--- src/rtl/accel_host_seq_if.sv ---
// Host-sequencer bundle: job control, input/result streams, accel port.
// master = sequencer side (drives accel bus), slave = environment side.
interface accel_host_seq_if;
    logic        go;
    logic        busy;
    logic        done;
    logic        err;
    logic        in_valid;
    logic        in_ready;
    logic [31:0] in_data;
    logic        out_valid;
    logic        out_ready;
    logic [31:0] out_data;
    logic        acc_wen;
    logic        acc_start;
    logic [31:0] acc_addr;
    logic [31:0] acc_din;
    logic [31:0] acc_dout;
    logic        acc_bsy;

    modport master (
        input  go, in_valid, in_data, out_ready,
        input  acc_dout, acc_bsy,
        output busy, done, err, in_ready,
        output out_valid, out_data,
        output acc_wen, acc_start, acc_addr, acc_din
    );

    modport slave (
        output go, in_valid, in_data, out_ready,
        output acc_dout, acc_bsy,
        input  busy, done, err, in_ready,
        input  out_valid, out_data,
        input  acc_wen, acc_start, acc_addr, acc_din
    );
endinterface

--- src/rtl/accel_host_seq.sv ---
// Sequencer: streams DEPTH words into the accelerator, starts it, waits on
// bsy (with timeout), reads DEPTH results back out. Ports: clk, rst_n, bus.
module accel_host_seq #(
    parameter int DEPTH   = 32,
    parameter int RD_LAT  = 1,
    parameter int TIMEOUT = 1023
) (
    input  logic             clk,
    input  logic             rst_n,
    accel_host_seq_if.master bus
);
    localparam int IW = (DEPTH > 1) ? $clog2(DEPTH) : 1;
    localparam int CW = $clog2(TIMEOUT + 1);
    localparam int LW = (RD_LAT > 1) ? $clog2(RD_LAT) : 1;

    localparam logic [IW-1:0] LAST_IDX = IW'(DEPTH - 1);
    localparam logic [CW-1:0] LAST_TO  = CW'(TIMEOUT - 1);
    localparam logic [LW-1:0] LAST_LAT = LW'(RD_LAT - 1);

    typedef enum logic [3:0] {
        IDLE, LOAD, KICK, WAIT_HI, WAIT_LO,
        RD_ADDR, RD_WAIT, RD_HOLD, FIN
    } state_t;

    state_t        state;
    logic [IW-1:0] idx;
    logic [CW-1:0] tcnt;
    logic [LW-1:0] lcnt;
    logic [31:0]   din_q;
    logic [31:0]   out_q;
    logic          err_q;

    assign bus.busy      = (state != IDLE);
    assign bus.done      = (state == FIN);
    assign bus.err       = err_q;
    assign bus.in_ready  = (state == LOAD);
    assign bus.out_valid = (state == RD_HOLD);
    assign bus.out_data  = out_q;
    assign bus.acc_start = (state == KICK);
    assign bus.acc_wen   = (state == LOAD) && bus.in_valid;
    assign bus.acc_addr  = {{(30 - IW){1'b0}}, idx, 2'b00};
    // Write data passes straight through while loading and otherwise
    // holds the last word written.
    assign bus.acc_din   = (state == LOAD) ? bus.in_data : din_q;

    always_ff @(posedge clk or negedge rst_n) begin
        if (!rst_n) begin
            state <= IDLE;
            idx   <= '0;
            tcnt  <= '0;
            lcnt  <= '0;
            din_q <= '0;
            out_q <= '0;
            err_q <= 1'b0;
        end else begin
            unique case (state)
                IDLE: begin
                    if (bus.go) begin
                        err_q <= 1'b0;
                        idx   <= '0;
                        state <= LOAD;
                    end
                end
                LOAD: begin
                    if (bus.in_valid) begin
                        din_q <= bus.in_data;
                        // idx stays at the last word so the address
                        // never runs past the buffer
                        if (idx == LAST_IDX) begin
                            state <= KICK;
                        end else begin
                            idx <= idx + IW'(1);
                        end
                    end
                end
                KICK: begin
                    tcnt  <= '0;
                    state <= WAIT_HI;
                end
                WAIT_HI: begin
                    if (bus.acc_bsy) begin
                        tcnt  <= tcnt + CW'(1);
                        state <= WAIT_LO;
                    end else if (tcnt >= LAST_TO) begin
                        err_q <= 1'b1;
                        state <= IDLE;
                    end else begin
                        tcnt <= tcnt + CW'(1);
                    end
                end
                WAIT_LO: begin
                    // completion beats a simultaneous timeout
                    if (!bus.acc_bsy) begin
                        idx   <= '0;
                        state <= RD_ADDR;
                    end else if (tcnt >= LAST_TO) begin
                        err_q <= 1'b1;
                        state <= IDLE;
                    end else begin
                        tcnt <= tcnt + CW'(1);
                    end
                end
                RD_ADDR: begin
                    lcnt  <= '0;
                    state <= RD_WAIT;
                end
                RD_WAIT: begin
                    if (lcnt == LAST_LAT) begin
                        out_q <= bus.acc_dout;
                        state <= RD_HOLD;
                    end else begin
                        lcnt <= lcnt + LW'(1);
                    end
                end
                RD_HOLD: begin
                    if (bus.out_ready) begin
                        if (idx == LAST_IDX) begin
                            state <= FIN;
                        end else begin
                            idx   <= idx + IW'(1);
                            state <= RD_ADDR;
                        end
                    end
                end
                FIN: begin
                    state <= IDLE;
                end
                default: begin
                    state <= IDLE;
                end
            endcase
        end
    end
endmodule

--- src/flat_wrapper.sv ---
// flat-port wrapper written by rule: the top's interface ports become plain ports
module accel_host_seq_flat 
#(
    parameter int DEPTH   = 32,
    parameter int RD_LAT  = 1,
    parameter int TIMEOUT = 1023
)
  (clk, rst_n, bus_go, bus_in_valid, bus_in_data, bus_out_ready, bus_acc_dout, bus_acc_bsy, bus_busy, bus_done, bus_err, bus_in_ready, bus_out_valid, bus_out_data, bus_acc_wen, bus_acc_start, bus_acc_addr, bus_acc_din);
  accel_host_seq_if bus_i ();
  input  logic clk;
  input  logic rst_n;
  input wire logic [$bits(bus_i.go)-1:0] bus_go;
  input wire logic [$bits(bus_i.in_valid)-1:0] bus_in_valid;
  input wire logic [$bits(bus_i.in_data)-1:0] bus_in_data;
  input wire logic [$bits(bus_i.out_ready)-1:0] bus_out_ready;
  input wire logic [$bits(bus_i.acc_dout)-1:0] bus_acc_dout;
  input wire logic [$bits(bus_i.acc_bsy)-1:0] bus_acc_bsy;
  output wire logic [$bits(bus_i.busy)-1:0] bus_busy;
  output wire logic [$bits(bus_i.done)-1:0] bus_done;
  output wire logic [$bits(bus_i.err)-1:0] bus_err;
  output wire logic [$bits(bus_i.in_ready)-1:0] bus_in_ready;
  output wire logic [$bits(bus_i.out_valid)-1:0] bus_out_valid;
  output wire logic [$bits(bus_i.out_data)-1:0] bus_out_data;
  output wire logic [$bits(bus_i.acc_wen)-1:0] bus_acc_wen;
  output wire logic [$bits(bus_i.acc_start)-1:0] bus_acc_start;
  output wire logic [$bits(bus_i.acc_addr)-1:0] bus_acc_addr;
  output wire logic [$bits(bus_i.acc_din)-1:0] bus_acc_din;
  assign bus_i.go = bus_go;
  assign bus_i.in_valid = bus_in_valid;
  assign bus_i.in_data = bus_in_data;
  assign bus_i.out_ready = bus_out_ready;
  assign bus_i.acc_dout = bus_acc_dout;
  assign bus_i.acc_bsy = bus_acc_bsy;
  assign bus_busy = bus_i.busy;
  assign bus_done = bus_i.done;
  assign bus_err = bus_i.err;
  assign bus_in_ready = bus_i.in_ready;
  assign bus_out_valid = bus_i.out_valid;
  assign bus_out_data = bus_i.out_data;
  assign bus_acc_wen = bus_i.acc_wen;
  assign bus_acc_start = bus_i.acc_start;
  assign bus_acc_addr = bus_i.acc_addr;
  assign bus_acc_din = bus_i.acc_din;
  accel_host_seq #(.DEPTH(DEPTH), .RD_LAT(RD_LAT), .TIMEOUT(TIMEOUT)) u_core (.clk(clk), .rst_n(rst_n), .bus(bus_i));
endmodule
--- config.mk ---
export PLATFORM = sky130hd
export DESIGN_NAME = accel_host_seq_flat
export DESIGN_NICKNAME = d
export VERILOG_FILES = /design/src/rtl/accel_host_seq_if.sv /design/src/rtl/accel_host_seq.sv /design/src/flat_wrapper.sv
export SDC_FILE = /design/constraint.sdc
export NUM_CORES = 1
export LEC_CHECK = 0
export BUFFER_PORTS_ARGS = -buffer_cell sky130_fd_sc_hd__buf_2
export CAP_MARGIN = 30
export CORE_MARGIN = 2
export CORE_UTILIZATION = 45
export CTS_CLUSTER_DIAMETER = 200
export DETAILED_ROUTE_END_ITERATION = 8
export GPL_TIMING_DRIVEN = 0
export HOLD_SLACK_MARGIN = 0.1
export PLACE_DENSITY_LB_ADDON = 0.2
export REMOVE_ABC_BUFFERS = 1
export SETUP_SLACK_MARGIN = 0.1
export SLEW_MARGIN = 20
export SYNTH_ARGS = -nofsm -noshare
export SYNTH_HDL_FRONTEND = slang
export SYNTH_SLANG_ARGS = --single-unit
--- constraint.sdc ---
create_clock -name clk -period 1.9 [get_ports clk]
set_input_delay 0.095 -clock clk [delete_from_list [all_inputs] [get_ports clk]]
set_output_delay 0.095 -clock clk [all_outputs]
set_load 0.02 [all_outputs]
==> summary.md, run 1 <==
| Metric | Value |
|---|---|
| Outcome | `finished, violations left` |
| Violated checks | `negative setup slack` |
| Drt total wl | `15.2 mm` |
| Die area | `0.0111 mm^2` |
| Sequential fraction of the synthesis area | `45.6%` |
| Num ports | `173` |
| Antenna viol nets, final | `0` |
| Post-DR wirelength/cell | `17.9 um` |
| Clock Latency Late Sink | `0.37 ns` |
| Hold Path Class | `primary input to asynchronous set/reset pin` |
| Fin Clk Skew | `0.00497 ns` |
| Crit path cell chain | `or4b_4, clkbuf_16, nand2_1, nand2_1, buf_2` |
| Family with the most delay on the worst path | `simple AND/OR/NAND/NOR gates` |
| Core footprint | `0.00986 mm^2` |
| Startpoint types | `flop` |
| Synth Instances | `443` |
| Vias in the first global route | `4643` |
| Slowest cell delay on critical path | `0.69 ns` |
| H-tree depth | `3` |
| Area Growth Syn to Fin | `59.3%` |
| Final RePlAce weighted congestion | `0.836` |
| Initial antenna violation count | `0` |
| Final Cycle Share | `112%` |
| Crit path buffers/inverters | `2` |
| Pre-CTS setup slack | `-1.24 ns` |
| CTS buffer count | `9` |
| Antenna Cells | `0` |
| Die W | `105 um` |
| Fmax | `0.471 GHz` |
| Gate power share | `61.4%` |
| CP Capture Type | `output port` |
| 1st-iter DRT viols | `379` |
| DP Wirelength | `7.36 mm` |
| Final Hold Vio Count | `0` |
| Final setup vio count | `73` |
| R2r setup slk | `-0.10 ns` |
| TritonCTS clock tree | `done` |
| All-layer global routing usage | `26.3%` |
| Switch share | `42.6%` |
| Via density | `5.36` |
| Setup ws final | `-0.221 ns` |
| CP arrival | `2.03 ns` |
| First-pass GRT wire length | `23.1 mm` |
| Root Driver | `clkbuf_8` |
| Instance count on the critical path | `5` |
| Net Sw Power | `0.00502 W` |
| Flop pwr share | `25.8%` |
| RSZ-0062 raised after global routing | `yes` |
| CP required | `1.80 ns` |
| Cell Int Power | `0.00676 W` |
| Avg Cell Area, Syn | `10.4 um^2` |
| Maximum clock insertion buffer count | `2` |
| # DRC | `0` |
| Flops & latches, synth | `84` |
| Slew Viols, Final | `0` |
| Crit path time final | `2.12 ns` |
| Overflow after GRT | `0` |
| IO buf count | `145` |
| Post-synth design cell area | `0.00461 mm^2` |
| Post-synth EDFFs | `0` |
| Clock power frac | `12.7%` |
| Setup CP Type | `flop to output port` |
| DR vias | `4535` |
| Reg clk slew, reported paths | `0.09 ns` |
| Leak | `3.67 nW` |
| Setup TNS | `-8.78 ns` |
| Die height | `105 um` |
| Number of clock sinks | `84` |
| Site row count | `36` |
| Nets | `782` |
| Slowest-stage cell, CP | `or4b_4` |
| VDD IR max | `0.820 mV` |
| Crit Path Max Fanout | `9` |
| Power Density | `1600 mW/mm^2` |
| DRT Pass-1 Iters | `5` |
| Largest net degree at the start of global routing | `57` |
| Commonest register cell after synthesis | `dfrtp_1` |
| Initial core utilization | `46.7%` |
| Max Cap Violations | `0` |
| Worst Reg2Reg Path Length in Cells | `7` |
| Crit-path most repeated cell | `nand2_1` |
| Syn. warnings | `0` |
| Fraction of registers with async set or reset after synthesis | `100%` |
| Fraction of layout cells with a size suffix above 1 | `49.9%` |
| Yosys cell types | `55` |
flip-flops by register name, indices dropped and copies added (netlist names):
name	flops
u_core.bus.out_data	32
u_core.din_q	32
u_core.tcnt	10
u_core.idx	5
u_core.state	4
u_core.bus.err	1
through the flow:
step	util, %	hold WS (ns)	power (W)	area [um^2]	cells
final	74.5	0.206	0.0118	7340	846
after global routing	74.5	0.234	0.0124	7340	846
after CTS	71.5	0.209	0.0111	7050	832
after detailed placement	53.9	0.0705	0.00818	5310	698
after global placement	53.2	0.327	0.00807	5250	695
after floorplan	-	-0.201	0.00658	4360	417
cell usage after synthesis (2+ instances only):
library cell	count	area share [%]
nand2_1	110	9.0
dfrtp_1	84	46
mux2_2	38	9.3
mux2_4	29	9.4
buf_4	28	4.6
o21ai_0	13	1.4
buf_2	12	1.3
inv_1	11	0.90
a21oi_1	9	0.98
nand3_1	9	0.98
clkbuf_1	7	0.57
nand4_1	7	0.95
nor3_1	6	0.65
a211o_1	5	0.95
nor2_1	5	0.41
and3_1	4	0.54
buf_6	4	0.98
ha_1	4	1.1
o221a_2	4	0.98
a2111oi_0	3	0.57
a21boi_0	3	0.49
a22o_1	3	0.57
a31oi_1	3	0.41
nor2b_1	3	0.41
o22ai_1	3	0.41
or3_1	3	0.41
a211oi_1	2	0.33
a32o_1	2	0.43
o31ai_1	2	0.33
or4_1	2	0.33
path summary, 6_finish.rpt:
path | from | to
max | u_core.state[1]$_DFFE_PN0P_ | bus_acc_din[1]
min | rst_n | u_core.bus.err$_DFFE_PN0P_
max reg2reg | u_core.idx[0]$_DFFE_PN0P_ | u_core.idx[0]$_DFFE_PN0P_
min reg2reg | u_core.bus.out_data[14]$_DFFE_PN0P_ | u_core.bus.out_data[14]$_DFFE_PN0P_
max in group asynchronous | rst_n | u_core.tcnt[2]$_DFFE_PN0P_
min in group clk | bus_acc_bsy | u_core.tcnt[9]$_DFFE_PN0P_
cell usage in the layout, fill, tap and decap left out, types with 3 or more instances in the layout:
cell type,instances
dfrtp_2,5
buf_12,5
a22o_1,3
nand4_1,7
a211o_1,5
nor3_1,5
nand2_1,104
a21oi_1,7
nand2_2,5
buf_4,44
mux2_4,53
buf_2,134
inv_2,3
inv_1,8
a2111oi_2,3
o21ai_1,3
nand3_1,6
buf_8,5
conb_1,27
mux2_2,14
or4b_4,3
dlygate4sd3_1,67
clkbuf_8,10
nand3_2,3
dfrtp_1,77
and3_1,3
o21ai_0,7
buf_6,17
or3_1,3
o221a_2,4
layout make-up:
class	count	area, um^2
clock inverters	6	95.1
clock buffers	10	138
multi-input cells	325	2640
well taps	133	166
inverters	12	57.6
flip-flops and latches	84	2120
repair inverters	1	16.3
repair buffers	275	2120
fillers	653	2520
power groups by stage:
stage	registers [W]	clock network, W	logic (W)
floorplan	0.00346	0	0.00312
global placement	0.00307	0	0.00500
detailed placement	0.00311	0	0.00507
CTS	0.00301	0.00152	0.00656
global route	0.00313	0.00160	0.00768
finish	0.00304	0.00150	0.00723
per-layer routing:
layer	track usage [%]	share of wire, %	vias up
met5	0	0	-
met4	8.57	2.4	0
met3	6.43	6.1	40
met2	45.6	52	190
met1	32.1	40	2252
li1	-	-	2053
logic make-up after synthesis:
kind of cell / after synthesis / synth area share [%]
AO/OA/AOI/OAI: 61 / 9.69
AND/OR/NAND/NOR: 161 / 16.0
adder cells (fa/ha/maj): 4 / 1.09
buffers and inverters: 64 / 8.60
other: 1 / 0.0814
flip-flops: 84 / 45.6
multiplexers: 68 / 18.9
what timing repair did:
action	in CTS	in global routing
hold buffers	67	0
resized for setup	101	55
pin swaps	19	15
endpoints found under the setup margin	119	119
hold endpoints to repair	151	0
cloned	6	1
buffers inserted	45	13
No activity file was read; power rests on OpenSTA's default activity.
==> run 2, diff against run 1 <==
Settings changed: CORE_ASPECT_RATIO set to 1.25.
==> run 2 against run 1 <==
Net effect: the flow still finishes with violations (negative setup slack); global-route usage shrank 0.59 points; clock skew increased by 0.0041 ns; largest power group unchanged; worst setup slack improved by 0.079 ns; flip-flop and latch count stayed put; core utilization grew 2.3 points; highest routed layer unchanged.
==> summary.md, run 2 (synthesis gave the netlist of run 1 again) <==
| Metric | Value |
|---|---|
| Die area | `0.0111 mm^2 (about the same)` |
| Fmax | `0.490 GHz (was 0.471 GHz)` |
| Total chip power | `0.0129 W (was 0.0118 W)` |
| Site row count | `41 (was 36)` |
| Final Cycle Share | `107% (was 112%)` |
| First-pass GRT wire length | `21.9 mm (was 23.1 mm)` |
| Slew headroom | `63.3%` |
| Cell Int Power | `0.00755 W (was 0.00676 W)` |
| Family with the most delay on the worst path | `simple AND/OR/NAND/NOR gates (unchanged)` |
| Fill cells | `618 (was 653)` |
| Fraction of layout cells with a size suffix above 1 | `53.3% (was 49.9%)` |
| Most used routing layer | `met2 (unchanged)` |
| Nets | `791 (was 782)` |
| Slew Viols, Final | `0 (unchanged)` |
| Crit path from | `u_core.state[1]$_DFFE_PN0P_ (unchanged)` |
| Placed cell count | `695 (was 698)` |
| Overflow after GRT | `0 (unchanged)` |
| CP arrival | `1.95 ns (was 2.03 ns)` |
| Clock Latency Late Sink | `0.33 ns (was 0.37 ns)` |
| VDD IR max | `0.974 mV (was 0.820 mV)` |
| Largest net degree at the start of global routing | `52 (was 57)` |
| Multi-input gate area | `0.00275 mm^2 (was 0.00264 mm^2)` |
| Area Growth Syn to Fin | `67.5% (was 59.3%)` |
| Post-DR wirelength/cell | `19.0 um (was 17.9 um)` |
| CP Capture Type | `output port (unchanged)` |
| 1st-iter DRT viols | `304 (was 379)` |
| Maximum clock insertion buffer count | `2 (unchanged)` |
| Worst-Margin Slew | `0.536 ns` |
| Flop pwr share | `23.8% (was 25.8%)` |
| CTS buffer count | `9 (unchanged)` |
| Final non-filler cell total | `851 (was 846)` |
| Clock power frac | `14.4% (was 12.7%)` |
| All-layer global routing usage | `25.7% (was 26.3%)` |
| IO buf count | `145 (unchanged)` |
| Via density | `5.43 (was 5.36)` |
| Switch share | `41.4% (was 42.6%)` |
| Crit Path Max Fanout | `18 (was 9)` |
| Power Density | `1670 mW/mm^2 (was 1600 mW/mm^2)` |
| Core footprint | `0.0101 mm^2 (was 0.00986 mm^2)` |
| Initial antenna violation count | `1 (was 0)` |
| Reg2reg start | `u_core.state[1]$_DFFE_PN0P_ (was u_core.idx[0]$_DFFE_PN0P_)` |
| Violated checks | `negative setup slack (unchanged)` |
| Setup ws final | `-0.142 ns (was -0.221 ns)` |
| Met1 usage | `31.5% (was 32.1%)` |
| Most frequent cells in the layout | `buf_2, nand2_1, dfrtp_1 (unchanged)` |
| Reg clk slew, reported paths | `0.06 ns (was 0.09 ns)` |
| Outcome | `finished, violations left (unchanged)` |
| Setup CP Type | `flop to output port (unchanged)` |
| Crit path time final | `2.04 ns (was 2.12 ns)` |
| TritonCTS clock tree | `done (unchanged)` |
| Number of clock sinks | `84 (unchanged)` |
| DR vias | `4625 (was 4535)` |
| Total area of sequential cells | `0.00211 mm^2 (was 0.00212 mm^2)` |
| Final setup vio count | `72 (was 73)` |
| Initial core utilization | `45.8% (was 46.7%)` |
| Startpoint types | `flop (unchanged)` |
| Fin Clk Skew | `0.00910 ns (was 0.00497 ns)` |
| DRT Pass-1 Iters | `5 (unchanged)` |
| Slowest cell delay on critical path | `0.67 ns (was 0.69 ns)` |
| Max Cap Violations | `0 (unchanged)` |
| Commonest non-fill, non-tap cell in the layout | `buf_2 (unchanged)` |
| DP Wirelength | `7.31 mm (was 7.36 mm)` |
| Met2 Usage GRT | `45.7% (was 45.6%)` |
| Die W | `94.5 um (was 105 um)` |
| Gate power share | `61.8% (was 61.4%)` |
| Crit path buffers/inverters | `2 (unchanged)` |
| RSZ-0062 raised after global routing | `yes (unchanged)` |
| Antenna viol nets, final | `0 (unchanged)` |
| Setup TNS | `-7.13 ns (was -8.78 ns)` |
| Num ports | `173 (unchanged)` |
| Hold Path Class | `primary input to asynchronous set/reset pin (unchanged)` |
| Net Sw Power | `0.00532 W (was 0.00502 W)` |
| H-tree depth | `3 (unchanged)` |
| Crit-path most repeated cell | `nand2_1 (unchanged)` |
| CP required | `1.80 ns (about the same)` |
| Die height | `117 um (was 105 um)` |
| Vias in the first global route | `4366 (was 4643)` |
| # DRC | `0 (unchanged)` |
| Slowest-stage cell, CP | `or4b_4 (unchanged)` |
| Root Driver | `clkbuf_16 (was clkbuf_8)` |
| Drt total wl | `16.2 mm (was 15.2 mm)` |
| Crit path cell chain | `or4b_4, buf_12, nand2_1, nand2_1, buf_2 (was or4b_4, clkbuf_16, nand2_1, nand2_1, buf_2)` |
| Final Hold Vio Count | `0 (unchanged)` |
| Final RePlAce weighted congestion | `0.886 (was 0.836)` |
| Leak | `3.85 nW (was 3.67 nW)` |
| Grt met3 use | `4.74% (was 6.43%)` |
## run 2: cell types whose count changed in the layout (fill, tap and decap cells not counted), moves of 6 or more
cell | before | now
clkbuf_16 | 1 | 10
buf_6 | 17 | 32
mux2_2 | 14 | 7
nand2_2 | 5 | 21
nand2_1 | 104 | 83
clkbuf_8 | 10 | 0
buf_2 | 134 | 127
nand2_4 | 1 | 7
mux2_4 | 53 | 60
## run 2: final timing paths
| check | slack, ns | cells past startpoint | endpoint |
|---|---|---|---|
| setup reg to reg | -0.13 | 6 | u_core.din_q[4]$_DFFE_PN0P_ |
| min in group clk | 0.34 | 4 | u_core.tcnt[9]$_DFFE_PN0P_ |
| max in group asynchronous | 1.02 | 3 | u_core.tcnt[2]$_DFFE_PN0P_ |
| hold / removal | 0.27 | 2 | u_core.bus.err$_DFFE_PN0P_ |
| hold reg to reg | 0.51 | 1 | u_core.bus.out_data[15]$_DFFE_PN0P_ |
| setup / recovery | -0.14 | 5 | bus_acc_din[18] |
## run 2: what timing repair did
item / in CTS / in global routing
hold buffers: 67 / 0
gates cloned: 7 / 2
resized for setup: 102 / 109
setup endpoints to repair: 117 / 118
endpoints found under the hold margin: 100 / 0
pin swaps: 18 / 32
setup buffers: 46 / 18
## run 2: final cells by class
cell class	count	area share (%)
timing repair buffer	283	29.8
clock inverter	5	1.01
multi-input combinational	326	35.6
tap	129	2.09
timing repair inverter	1	0.146
sequential	84	27.4
antenna	1	0.0324
clock buffer	10	2.97
inverter	12	0.892
## run 2: worst reg2reg max path, delay by kind of cell (launching register included)
family	cells	cell delay, ns
flops	1	0.43
buf+inv	3	0.44
mux	1	0.31
simple gates	2	0.74
## run 2: per-layer routing
metal  part of all wire [%]  vias up  wire length, um
met1                     39     2295             6320
li1                       -     2074                -
met4                    2.2        0              359
met5                      0        -                0
met2                     53      217             8580
met3                    5.6       39              907
## run 2: power by group through the flow
| stage | combinational (W) | clock (W) | sequential, W |
|---|---|---|---|
| finish | 0.00795 | 0.00185 | 0.00306 |
| global route | 0.00839 | 0.00196 | 0.00313 |
| CTS | 0.00684 | 0.00186 | 0.00299 |
| detailed placement | 0.00507 | 0 | 0.00312 |
| global placement | 0.00499 | 0 | 0.00307 |
| floorplan | 0.00312 | 0 | 0.00346 |
## run 2: per-stage QoR
stage          utilization (%)  cell area (um^2)  setup WS [ns]  hold WS (ns)
6_report                  76.8              7720         -0.142         0.271
4_1_cts                   71.3              7170         -0.148         0.287
5_1_grt                   76.8              7720         -0.206         0.326
3_3_place_gp              52.2              5250          -2.09         0.328
3_5_place_dp              52.9              5320          -1.28        0.0956
2_1_floorplan                -              4360          -1.17        -0.201
==> run 3, diff against run 2 <==
Clock period 1.9 ns to 1.65 ns, I/O delays scaled along.
==> run 3 against run 2 <==
Net effect: core utilization is 2.3 points higher; the flow still finishes with violations (negative setup slack); largest power group unchanged; sequential power rose by 18%; critical path type unchanged; register-to-register slack got worse by 0.28 ns; clock skew down 0.00071 ns.
==> summary.md, run 3 (synthesis gave the netlist of run 1 again) <==
| Metric | Value |
|---|---|
| Fill cells | `582 (was 618)` |
| # DRC | `0 (unchanged)` |
| Die W | `94.5 um (unchanged)` |
| Worst r2r dst | `u_core.din_q[21]$_DFFE_PN0P_ (was u_core.din_q[4]$_DFFE_PN0P_)` |
| First-pass GRT wire length | `22.8 mm (was 21.9 mm)` |
| Maximum clock insertion buffer count | `2 (unchanged)` |
| R2r setup slk | `-0.41 ns (was -0.13 ns)` |
| CP arrival | `2.04 ns (was 1.95 ns)` |
| Nets | `798 (was 791)` |
| Fin Clk Skew | `0.00839 ns (was 0.00910 ns)` |
| Setup ws final | `-0.470 ns (was -0.142 ns)` |
| Initial antenna violation count | `1 (unchanged)` |
| H-tree depth | `3 (unchanged)` |
| Via density | `5.60 (was 5.43)` |
| Initial core utilization | `45.8% (unchanged)` |
| IO buf count | `145 (unchanged)` |
| Commonest non-fill, non-tap cell in the layout | `buf_2 (unchanged)` |
| Core footprint | `0.0101 mm^2 (unchanged)` |
| DR vias | `4806 (was 4625)` |
| Overflow after GRT | `0 (unchanged)` |
| Setup TNS | `-38.81 ns (was -7.13 ns)` |
| Outcome | `finished, violations left (unchanged)` |
| Fmax | `0.472 GHz` |
| Max Cap Violations | `0 (unchanged)` |
| All-layer global routing usage | `27.0% (was 25.7%)` |
| Most frequent cells in the layout | `buf_2, nand2_1, dfrtp_1 (unchanged)` |
| Startpoint types | `flop (unchanged)` |
| Largest net degree at the start of global routing | `52 (unchanged)` |
| Post-route cell area | `0.00795 mm^2 (was 0.00772 mm^2)` |
| Vias in the first global route | `4448 (was 4366)` |
| Final setup vio count | `119 (was 72)` |
| Antenna viol nets, final | `0 (unchanged)` |
| Violated checks | `negative setup slack (unchanged)` |
| Leak | `3.91 nW (was 3.85 nW)` |
| Final Cycle Share | `128%` |
| Post-DR wirelength/cell | `20.4 um (was 19.0 um)` |
| Die height | `117 um (unchanged)` |
| VDD IR max | `1.17 mV (was 0.974 mV)` |
| Slew headroom | `65.4% (was 63.3%)` |
| Final RePlAce weighted congestion | `0.886 (unchanged)` |
| Root Driver | `clkbuf_16 (unchanged)` |
| Slew Viols, Final | `0 (unchanged)` |
| Drt total wl | `17.5 mm (was 16.2 mm)` |
| DRT Pass-1 Iters | `5 (unchanged)` |
| Site row count | `41 (unchanged)` |
| Fraction of layout cells with a size suffix above 1 | `54.5% (was 53.3%)` |
| Crit Path Max Fanout | `8 (was 18)` |
| Hold Path Class | `primary input to asynchronous set/reset pin (unchanged)` |
| RSZ-0062 raised after global routing | `yes (unchanged)` |
| Area Growth Syn to Fin | `72.6% (was 67.5%)` |
| Die area | `0.0111 mm^2 (unchanged)` |
| DP Wirelength | `7.31 mm (unchanged)` |
| Final Hold Vio Count | `0 (unchanged)` |
| Clock Latency Late Sink | `0.34 ns (was 0.33 ns)` |
| Worst Reg2Reg Path Length in Cells | `6 (unchanged)` |
| Crit path time final | `2.12 ns` |
| Worst hold slack | `0.259 ns (was 0.271 ns)` |
| Post-DP Area | `0.00532 mm^2 (unchanged)` |
| Reg clk slew, reported paths | `0.07 ns (was 0.06 ns)` |
| CP required | `1.57 ns (was 1.80 ns)` |
| Power Density | `1950 mW/mm^2 (was 1670 mW/mm^2)` |
| CTS buffer count | `9 (unchanged)` |
| Worst-Margin Slew | `0.519 ns (was 0.536 ns)` |
| Num ports | `173 (unchanged)` |
| TritonCTS clock tree | `done (unchanged)` |
| Reg2reg start | `u_core.state[3]$_DFFE_PN0P_ (was u_core.state[1]$_DFFE_PN0P_)` |
| Setup CP Type | `flop to output port (unchanged)` |
| 1st-iter DRT viols | `372 (was 304)` |
| CP Capture Type | `output port (unchanged)` |
| Number of clock sinks | `84 (unchanged)` |
## run 3: worst max path at each step
stage	start	endpoint	slack, ns	cells past startpoint
after floorplan	u_core.state[2]$_DFFE_PN0P_	u_core.bus.out_data[0]$_DFFE_PN0P_	-1.42	3
after global placement	u_core.state[2]$_DFFE_PN0P_	u_core.bus.out_data[31]$_DFFE_PN0P_	-2.34	3
after detailed placement	u_core.state[0]$_DFFE_PN0P_	u_core.din_q[11]$_DFFE_PN0P_	-1.53	4
after CTS	u_core.state[3]$_DFFE_PN0P_	u_core.din_q[3]$_DFFE_PN0P_	-0.38	5
after global routing	u_core.state[3]$_DFFE_PN0P_	bus_acc_din[27]	-0.51	5
final	u_core.state[3]$_DFFE_PN0P_	bus_acc_din[27]	-0.47	5
## run 3: final cells by class
class	instances	area, um^2	area share, %
sequential	84	2110	26.6
clock inverter	5	77.6	0.975
tap	129	161	2.03
antenna	1	2.50	0.0315
timing repair inverter	1	11.3	0.142
clock buffer	10	229	2.88
multi-input combinational	326	2850	35.8
inverter	12	66.3	0.834
timing repair buffer	290	2440	30.7
## run 3: routing by layer
layer	global-route usage, %	wire (um)	vias up
met5	0	0	-
met2	49.2	9360	268
li1	-	-	2074
met4	8.12	579	0
met1	32.8	6490	2416
met3	4.48	1110	48
## run 3: stage by stage
stage / setup slack (ns) / utilization [%] / total power, W / std cells
after global placement: -2.34 / 52.2 / 0.00928 / 691
after detailed placement: -1.53 / 52.9 / 0.00943 / 695
final: -0.470 / 79.1 / 0.0155 / 858
after CTS: -0.383 / 74.0 / 0.0139 / 842
after floorplan: -1.42 / - / 0.00757 / 417
after global routing: -0.512 / 79.1 / 0.0161 / 858
## run 3: where the power goes
group          total [W]  switching, W  internal, W
logic            0.00971       0.00497      0.00474
clock network    0.00217      0.000851      0.00131
registers        0.00360      0.000633      0.00296
## run 3: critical path, stage by stage (launching register included)
cell and delay, ns:
dfrtp_4 0.48, buf_4 0.16, or4b_4 0.64, nand2_1 0.13, nand2_1 0.11, buf_2 0.18
## run 3: timing repair
action                                  in CTS  in global routing
buffers inserted                            58                 15
hold endpoints to repair                   100                  0
cloned                                       7                  2
resized for setup                          144                 94
pin swaps                                   30                 36
hold buffers                                67                  0
endpoints found under the setup margin     121                121
